### src/rtl/serial_sub_pkg.sv
// Shared types and helpers for the bit-serial subtractor.
// State encoding and the counter-width function used to size the bit counter.
package serial_sub_pkg;

   typedef enum logic [1:0] {
      IDLE = 2'd0,
      RUN  = 2'd1,
      DONE = 2'd2
   } state_e;

   // Smallest w >= 1 with 2**w >= n.
   function automatic int cnt_width(input int n);
      int w;
      w = 1;
      while ((1 << w) < n) w++;
      return w;
   endfunction

endpackage

### src/rtl/full_subtractor.sv
// One-bit full-subtractor cell: d = x - y - b_in, with borrow out.
// Purely combinational; the serial datapath uses a single instance.
module full_subtractor (
   input  logic x,
   input  logic y,
   input  logic b_in,
   output logic d_out,
   output logic b_out
);

   assign d_out = x ^ y ^ b_in;
   assign b_out = (~x & y) | (~(x ^ y) & b_in);

endmodule

### src/rtl/serial_subtractor.sv
// Bit-serial a - b, LSB first, behind a start/busy/done handshake.
// Define SERIAL_SUB_OVF_EN to add a registered signed-overflow output ovf.
module serial_subtractor
   import serial_sub_pkg::*;
#(
   parameter int WIDTH = 8
) (
   input  logic             clk,
   input  logic             rst_n,
   input  logic             start,
   input  logic [WIDTH-1:0] a,
   input  logic [WIDTH-1:0] b,
   output logic             busy,
   output logic             done,
   output logic [WIDTH-1:0] diff,
   output logic             borrow_out
`ifdef SERIAL_SUB_OVF_EN
   ,
   output logic             ovf
`endif
);

   localparam int CW = cnt_width(WIDTH);
   localparam logic [CW-1:0] LAST = CW'(WIDTH - 1);

   state_e           state_q, state_d;
   logic [WIDTH-1:0] a_q, a_d;
   logic [WIDTH-1:0] b_q, b_d;
   logic [WIDTH-1:0] diff_q, diff_d;
   logic [CW-1:0]    cnt_q, cnt_d;
   logic             brw_q, brw_d;
   logic             bo_q, bo_d;
   logic             d_bit, b_bit;
   logic             last;

   full_subtractor u_fs (
      .x     (a_q[0]),
      .y     (b_q[0]),
      .b_in  (brw_q),
      .d_out (d_bit),
      .b_out (b_bit)
   );

   assign last = (state_q == RUN) && (cnt_q == LAST);

   always_ff @(posedge clk or negedge rst_n) begin
      if (!rst_n) state_q <= IDLE;
      else        state_q <= state_d;
   end

   always_comb begin
      state_d = state_q;
      unique case (state_q)
         IDLE:    if (start) state_d = RUN;
         RUN:     if (last)  state_d = DONE;
         DONE:    state_d = IDLE;
         default: state_d = IDLE;
      endcase
   end

   always_comb begin
      busy       = (state_q == RUN);
      done       = (state_q == DONE);
      diff       = diff_q;
      borrow_out = bo_q;
   end

   // Result bits enter a_q's MSB as operand bits leave its LSB.
   always_comb begin
      a_d    = a_q;
      b_d    = b_q;
      brw_d  = brw_q;
      cnt_d  = cnt_q;
      diff_d = diff_q;
      bo_d   = bo_q;
      if (state_q == IDLE && start) begin
         a_d   = a;
         b_d   = b;
         brw_d = 1'b0;
         cnt_d = '0;
      end else if (state_q == RUN) begin
         a_d   = {d_bit, a_q[WIDTH-1:1]};
         b_d   = {1'b0, b_q[WIDTH-1:1]};
         brw_d = b_bit;
         cnt_d = cnt_q + CW'(1);
         if (last) begin
            diff_d = a_d;
            bo_d   = b_bit;
         end
      end
   end

   always_ff @(posedge clk or negedge rst_n) begin
      if (!rst_n) begin
         a_q    <= '0;
         b_q    <= '0;
         brw_q  <= 1'b0;
         cnt_q  <= '0;
         diff_q <= '0;
         bo_q   <= 1'b0;
      end else begin
         a_q    <= a_d;
         b_q    <= b_d;
         brw_q  <= brw_d;
         cnt_q  <= cnt_d;
         diff_q <= diff_d;
         bo_q   <= bo_d;
      end
   end

`ifdef SERIAL_SUB_OVF_EN
   logic am_q, bm_q, ovf_q;

   always_ff @(posedge clk or negedge rst_n) begin
      if (!rst_n) begin
         am_q  <= 1'b0;
         bm_q  <= 1'b0;
         ovf_q <= 1'b0;
      end else begin
         if (state_q == IDLE && start) begin
            am_q <= a[WIDTH-1];
            bm_q <= b[WIDTH-1];
         end
         if (last) ovf_q <= (am_q != bm_q) && (d_bit != am_q);
      end
   end

   assign ovf = ovf_q;
`endif

endmodule

### config.mk
export PLATFORM = sky130hd
export DESIGN_NAME = serial_subtractor
export DESIGN_NICKNAME = d
export VERILOG_FILES = /design/src/rtl/serial_sub_pkg.sv /design/src/rtl/full_subtractor.sv /design/src/rtl/serial_subtractor.sv
export SDC_FILE = /design/constraint.sdc
export NUM_CORES = 1
export LEC_CHECK = 0
export BUFFER_PORTS_ARGS = -buffer_cell sky130_fd_sc_hd__buf_2
export CAP_MARGIN = 30
export CORE_MARGIN = 2
export CORE_UTILIZATION = 45
export DETAILED_ROUTE_END_ITERATION = 10
export GPL_ROUTABILITY_DRIVEN = 0
export GPL_TIMING_DRIVEN = 0
export PLACE_DENSITY = 0.7
export SLEW_MARGIN = 20
export SYNTH_ARGS = -nofsm -noshare
export SYNTH_HDL_FRONTEND = slang
export SYNTH_SLANG_ARGS = --single-unit
### constraint.sdc
create_clock -name clk -period 1.4 [get_ports clk]
set_input_delay 0.42 -clock clk [delete_from_list [all_inputs] [get_ports clk]]
set_output_delay 0.42 -clock clk [all_outputs]
set_load 0.02 [all_outputs]
Word-level counts from Yosys, hierarchy flattened
Cells that the tools add are included.
{"block": "word_totals", "register_bits": 31, "out_inout_bits": 11, "elab_cells": 38}
{"block": "op_classes", "add_sub_neg": 1, "eq_ne": 5, "muxes": 11, "bitwise_logic": 8, "reduce_logical": 6}
{"cell": "8-bit two-way mux", "count": 4}
{"cell": "3-bit two-way mux", "count": 2}
{"cell": "2-bit two-way mux", "count": 2}
{"cell": "2-bit case mux with 2 select lines", "count": 1}
{"cell": "3-bit by 1-bit adder with 3-bit output (second input constant)", "count": 1}
{"cell": "3-bit equality test (second input constant)", "count": 1}
{"cell": "1-bit inverter", "count": 3}
{"cell": "3-bit AND reduction", "count": 1}
{"cell": "1-bit AND", "count": 2}
{"cell": "2-bit by 1-bit equality test with 1-bit output (second input constant)", "count": 1}
{"cell": "2-bit equality test (second input constant)", "count": 1}
{"cell": "1-bit logical AND", "count": 2}
{"cell": "2-bit logical NOT", "count": 1}
{"cell": "1-bit two-way mux", "count": 2}
{"cell": "2-bit by 1-bit != test with 1-bit output (second input constant)", "count": 1}
{"cell": "2-bit != test (second input constant)", "count": 1}
{"cell": "2-bit AND reduction", "count": 1}
{"cell": "2-bit nonzero test", "count": 1}
{"cell": "1-bit XOR", "count": 2}
{"cell": "1-bit bitwise OR", "count": 1}

Longest topological paths before layout
{"block": "logic_depth", "word_depth": 6, "mapped_depth": 5}

By module
A second synthesis with hierarchy kept.
{"block": "unflattened", "hier_cells": 102, "hier_area_um2": 1423.9}
{"module": "serial_subtractor", "instances": 1, "cells_each": 98, "area_each_um2": 1392.6, "seq_area_each_um2": 775.7}
{"module": "full_subtractor", "instances": 1, "cells_each": 4, "area_each_um2": 31.3, "seq_area_each_um2": 0.0}

Least setup slack after synthesis
No wires, ideal clock.
{"block": "synth_timing", "path_kind": "register to output", "startpoint": "register state_q[1]", "endpoint": "output done", "arrival_time_ps": 1067, "t_required_ps": 980, "path_slack_ps": -87, "path_stages_with_launch": 4, "n_path_buf": 2, "path_cell_list": "dfrtp_1 buf_2 buf_2 nor2b_1"}
{"block": "synth_between", "elab_chain_len": 1}
{"item": "start, declared", "line_no": "serial_subtractor.sv:26", "rtl": "state_e state_q, state_d;"}
{"item": "start signal, assigned", "line_no": "serial_subtractor.sv:48", "rtl": "else state_q <= state_d;"}
{"item": "2-bit equality test", "line_no": "serial_subtractor.sv:63", "rtl": "done = (state_q == DONE);"}
{"item": "end, declared", "line_no": "serial_subtractor.sv:14", "rtl": "output logic done,"}
Every way passes these cells.

Worst setup path after layout
{"block": "layout_timing", "startpoint": "register state_q[0]", "endpoint": "output done"}
Same word-level chain as after synthesis.

==> results.md <==
CTS:
- The TritonCTS buffer count is 5.
- The longest clock path from root to sink contains 2 buffers.
- For this design, the sink count on the clock tree is 31.
- The CTS H-tree depth is 2.
- The clock root buffer is sky130_fd_sc_hd__clkbuf_4.
- Hold repair after CTS inserted 0 buffers.
- For the worst-skew pair, the clock arrives at the later sink with an insertion delay of 0.34 ns.
- Clock-pin slew was measured on the worst setup and hold paths at 0.11 ns.
- The TritonCTS clock tree is done.

Run status:
- The run finished, with violations left.
- The final reports fail on negative setup slack.

Pwr:
- The total power divided by cell area is 2216 nW/um2.
- The design draws 5123 uW.
- The peak supply drop is 1.144 mV.
- The leakage power summed over all cells is 0.001075 uW.

Floorplanning:
- The core region is 3103 um2.
- Pin placement for this block handled 30 I/O pins.
- The full die area is 3794 um2.
- The initial utilization of the core area, before any placement, comes to 48.10%.
- Measured along the y axis, the die boundary spans 61.60 um.
- After floorplanning, the core was divided into 20 placement rows.
- The horizontal die dimension is 61.60 um.

Finish:
- The fraction of layout instances using a drive strength above 1 is 58.10%.
- The post-layout net count is 200.
- The non-filler instance count after layout is 223.
- 0 antenna diodes ended up in the layout.
- The filler cells instantiated in the layout total 209.
- The area growth from synthesis to final layout is 54.90%.

Synth:
- After synthesis, the netlist uses 26 different library cells.
- Synthesis handed over a netlist of 124 instances.
- The netlist area before placement is 1493 um2.
- The proportion of synthesized chip area in sequential cells is 51.97%.
- The flip-flop and latch count after synthesis is 31.
- Yosys printed 0 warnings.
- The per-instance average area after synthesis is 12.04 um2.
- The number of nets in the synthesized netlist is 146.

Route:
- The count of nets left with antenna violations once routing finished came out at 0.
- After detailed routing, the total wire length is 4004 um.
- Dividing the detail-routed wire length by the instance count gives 17.96 um.
- The count of routing violations after the opening detailed-route iteration is 95.
- The detail-routed via count per cell is 5.570.
- The routed layout has 1,242 vias.
- The DRC violation count after routing is 0.
- The pre-antenna-repair detailed-routing pass consisted of 4 iterations.

Worst hold path:
- The worst min-delay path category is in -> async.

Timing:
- Subtracting the final worst setup slack from the clock period gives 1.720 ns.
- Setup violations remaining at the end of the flow were counted as 31.
- Setup slack on the critical path of the routed design comes to -0.3197 ns.
- The remaining max-slew budget at the tightest pin is 53.61%.
- The timing-limited maximum frequency is 0.5815 GHz.
- The hold violation total from the final report is 0.
- The count of final max-slew check failures is 0.
- The worst path uses 122.8% of the clock period.
- For the pin with the worst max-slew slack, the measured transition is 0.6959 ns.
- Setup total negative slack on the finished layout was measured at -3.789 ns.
- Setup repair after global routing could not meet its margin everywhere.
- The setup skew after layout is 0.008508 ns.

Global route:
- The initial antenna violation count is 0.
- The number of global-route vias before repair is 1,133.
- The global-route usage over all layers is 20.80%.
- The residual overflow from global routing is 0.
- The wire length of the first global-routing pass is 5575 um.
- Entering global routing, the biggest net connects 32 pins.

Placed design:
- Once detailed placement completed, the half-perimeter wirelength came to 2068 um.
- In this run, placement finished with an instance count of 197.
- The number of I/O port buffers is 29.

Setup path:
- The critical path arrival is 1.30 ns.
- The kind of critical path is reg -> out.
- STA classifies the critical path endpoint as an output pin.
- At the worst endpoint, the required time is 0.98 ns.
- The biggest fanout along the worst timing path is 4.
- STA classifies the critical path startpoint as a flip-flop.

Run:
- The number of maximum-capacitance constraint violations is 0.
==> metrics by stage <==
stage	hold WS, ns	setup slack (ns)	utilization, %	instance area [um2]
2_1_floorplan	0.1244	0.003063	-	1504
3_3_place_gp	0.4757	-0.1731	54.92	1704
3_5_place_dp	0.4881	-0.1809	54.92	1704
4_1_cts	0.1447	-0.2843	63.27	1963
5_1_grt	0.1545	-0.3584	74.52	2312
6_report	0.1135	-0.3197	74.52	2312
==> sequential cells by signal (all words and copies together) (netlist names) <==
signal      cells
cnt_q           3
borrow_out      1
b_q             8
state_q         2
brw_q           1
a_q             8
diff            8
==> kinds of logic after synthesis <==
logic type      count (synthesis)  synth area share, %
simple gates                   33                17.52
flops                          31                51.97
buf+inv                        25                7.628
compound gates                 22                12.49
mux                            10                7.377
fa+ha+maj                       3                3.017
==> synth_stat cells <==
cell type | count | share of area, %
sky130_fd_sc_hd__inv_1 | 14 | 3.5
sky130_fd_sc_hd__a21oi_1 | 1 | 0.33
sky130_fd_sc_hd__mux2i_1 | 2 | 1.3
sky130_fd_sc_hd__o21ba_2 | 1 | 0.67
sky130_fd_sc_hd__buf_2 | 7 | 2.3
sky130_fd_sc_hd__o21bai_1 | 1 | 0.50
sky130_fd_sc_hd__nand3b_1 | 1 | 0.50
sky130_fd_sc_hd__buf_4 | 1 | 0.50
sky130_fd_sc_hd__nor3b_1 | 10 | 5.0
sky130_fd_sc_hd__o22ai_1 | 1 | 0.42
sky130_fd_sc_hd__nand2_1 | 2 | 0.50
sky130_fd_sc_hd__a211oi_1 | 10 | 5.0
sky130_fd_sc_hd__nor4b_1 | 10 | 5.9
sky130_fd_sc_hd__dfrtp_1 | 31 | 52
sky130_fd_sc_hd__a22o_1 | 2 | 1.2
sky130_fd_sc_hd__nor2b_1 | 1 | 0.42
sky130_fd_sc_hd__ha_1 | 2 | 1.7
sky130_fd_sc_hd__mux2_2 | 8 | 6.0
sky130_fd_sc_hd__fa_1 | 1 | 1.3
sky130_fd_sc_hd__buf_6 | 1 | 0.75
sky130_fd_sc_hd__o221a_2 | 5 | 3.8
sky130_fd_sc_hd__or4b_1 | 5 | 3.4
sky130_fd_sc_hd__clkbuf_1 | 2 | 0.50
sky130_fd_sc_hd__or3b_2 | 1 | 0.59
sky130_fd_sc_hd__nand2b_1 | 3 | 1.3
sky130_fd_sc_hd__o311ai_0 | 1 | 0.59
==> worst max-delay path, stage by stage (launching register included) <==
cell and delay [ns]:
sky130_fd_sc_hd__dfrtp_2 0.48, sky130_fd_sc_hd__buf_6 0.15, sky130_fd_sc_hd__buf_8 0.11, sky130_fd_sc_hd__nor2b_4 0.10, sky130_fd_sc_hd__buf_6 0.12
==> worst paths after layout <==
kind / startpoint / end / slack (ns) / cells past startpoint
worst min register to register: diff[6] / diff[6] / 0.52 / 1
worst min-delay path: rst_n / b_q[2] / 0.11 / 1
worst max-delay path: state_q[0] / done / -0.32 / 4
worst max register to register: state_q[0] / a_q[4] / -0.22 / 7
max in group asynchronous: rst_n / state_q[0] / 0.81 / 1
min in group clk: b[7] / b_q[7] / 0.38 / 3
==> report_power, final <==
group          switching [uW]  internal, uW
Sequential                314          1320
Combinational            1210          1510
Clock                     345           422
==> final cells by class <==
type | count | area (um2) | area share (%)
flip-flops and latches | 31 | 777.0 | 33.60
inverters | 14 | 55.05 | 2.381
clock inverters | 2 | 35.03 | 1.515
clock buffers | 6 | 51.30 | 2.219
plain buffers | 11 | 111.4 | 4.816
multi-input cells | 68 | 883.3 | 38.20
well taps | 44 | 55.05 | 2.381
repair buffers | 47 | 344.1 | 14.88
==> cell usage in the layout, fill, tap and decap left out, types with 2 or more instances in the layout <==
master	n
sky130_fd_sc_hd__buf_6	15
sky130_fd_sc_hd__nand2b_1	2
sky130_fd_sc_hd__buf_8	3
sky130_fd_sc_hd__dfrtp_1	30
sky130_fd_sc_hd__nand2_1	2
sky130_fd_sc_hd__nor3b_1	9
sky130_fd_sc_hd__buf_4	9
sky130_fd_sc_hd__o221a_2	2
sky130_fd_sc_hd__nor4b_4	8
sky130_fd_sc_hd__a211oi_1	5
sky130_fd_sc_hd__nor4b_1	2
sky130_fd_sc_hd__inv_1	13
sky130_fd_sc_hd__mux2_4	8
sky130_fd_sc_hd__a211oi_2	5
sky130_fd_sc_hd__mux2i_1	2
sky130_fd_sc_hd__buf_2	29
sky130_fd_sc_hd__clkbuf_4	5
sky130_fd_sc_hd__or4b_1	4
sky130_fd_sc_hd__o221a_4	3
sky130_fd_sc_hd__a22o_1	2
==> layer usage <==
metal	track usage (%)	share of wire, %
met1	28.48	47
met2	32.33	48
met3	5.672	4.4
met4	6.383	0.85
met5	0	0
==> timing repair <==
item,4_1_cts,5_1_grt
setup endpoints to repair,10,24
resized for setup,33,47
cloned,1,2
pin swaps,2,13
setup buffers,6,9
No activity file was read; power rests on OpenSTA's default activity.
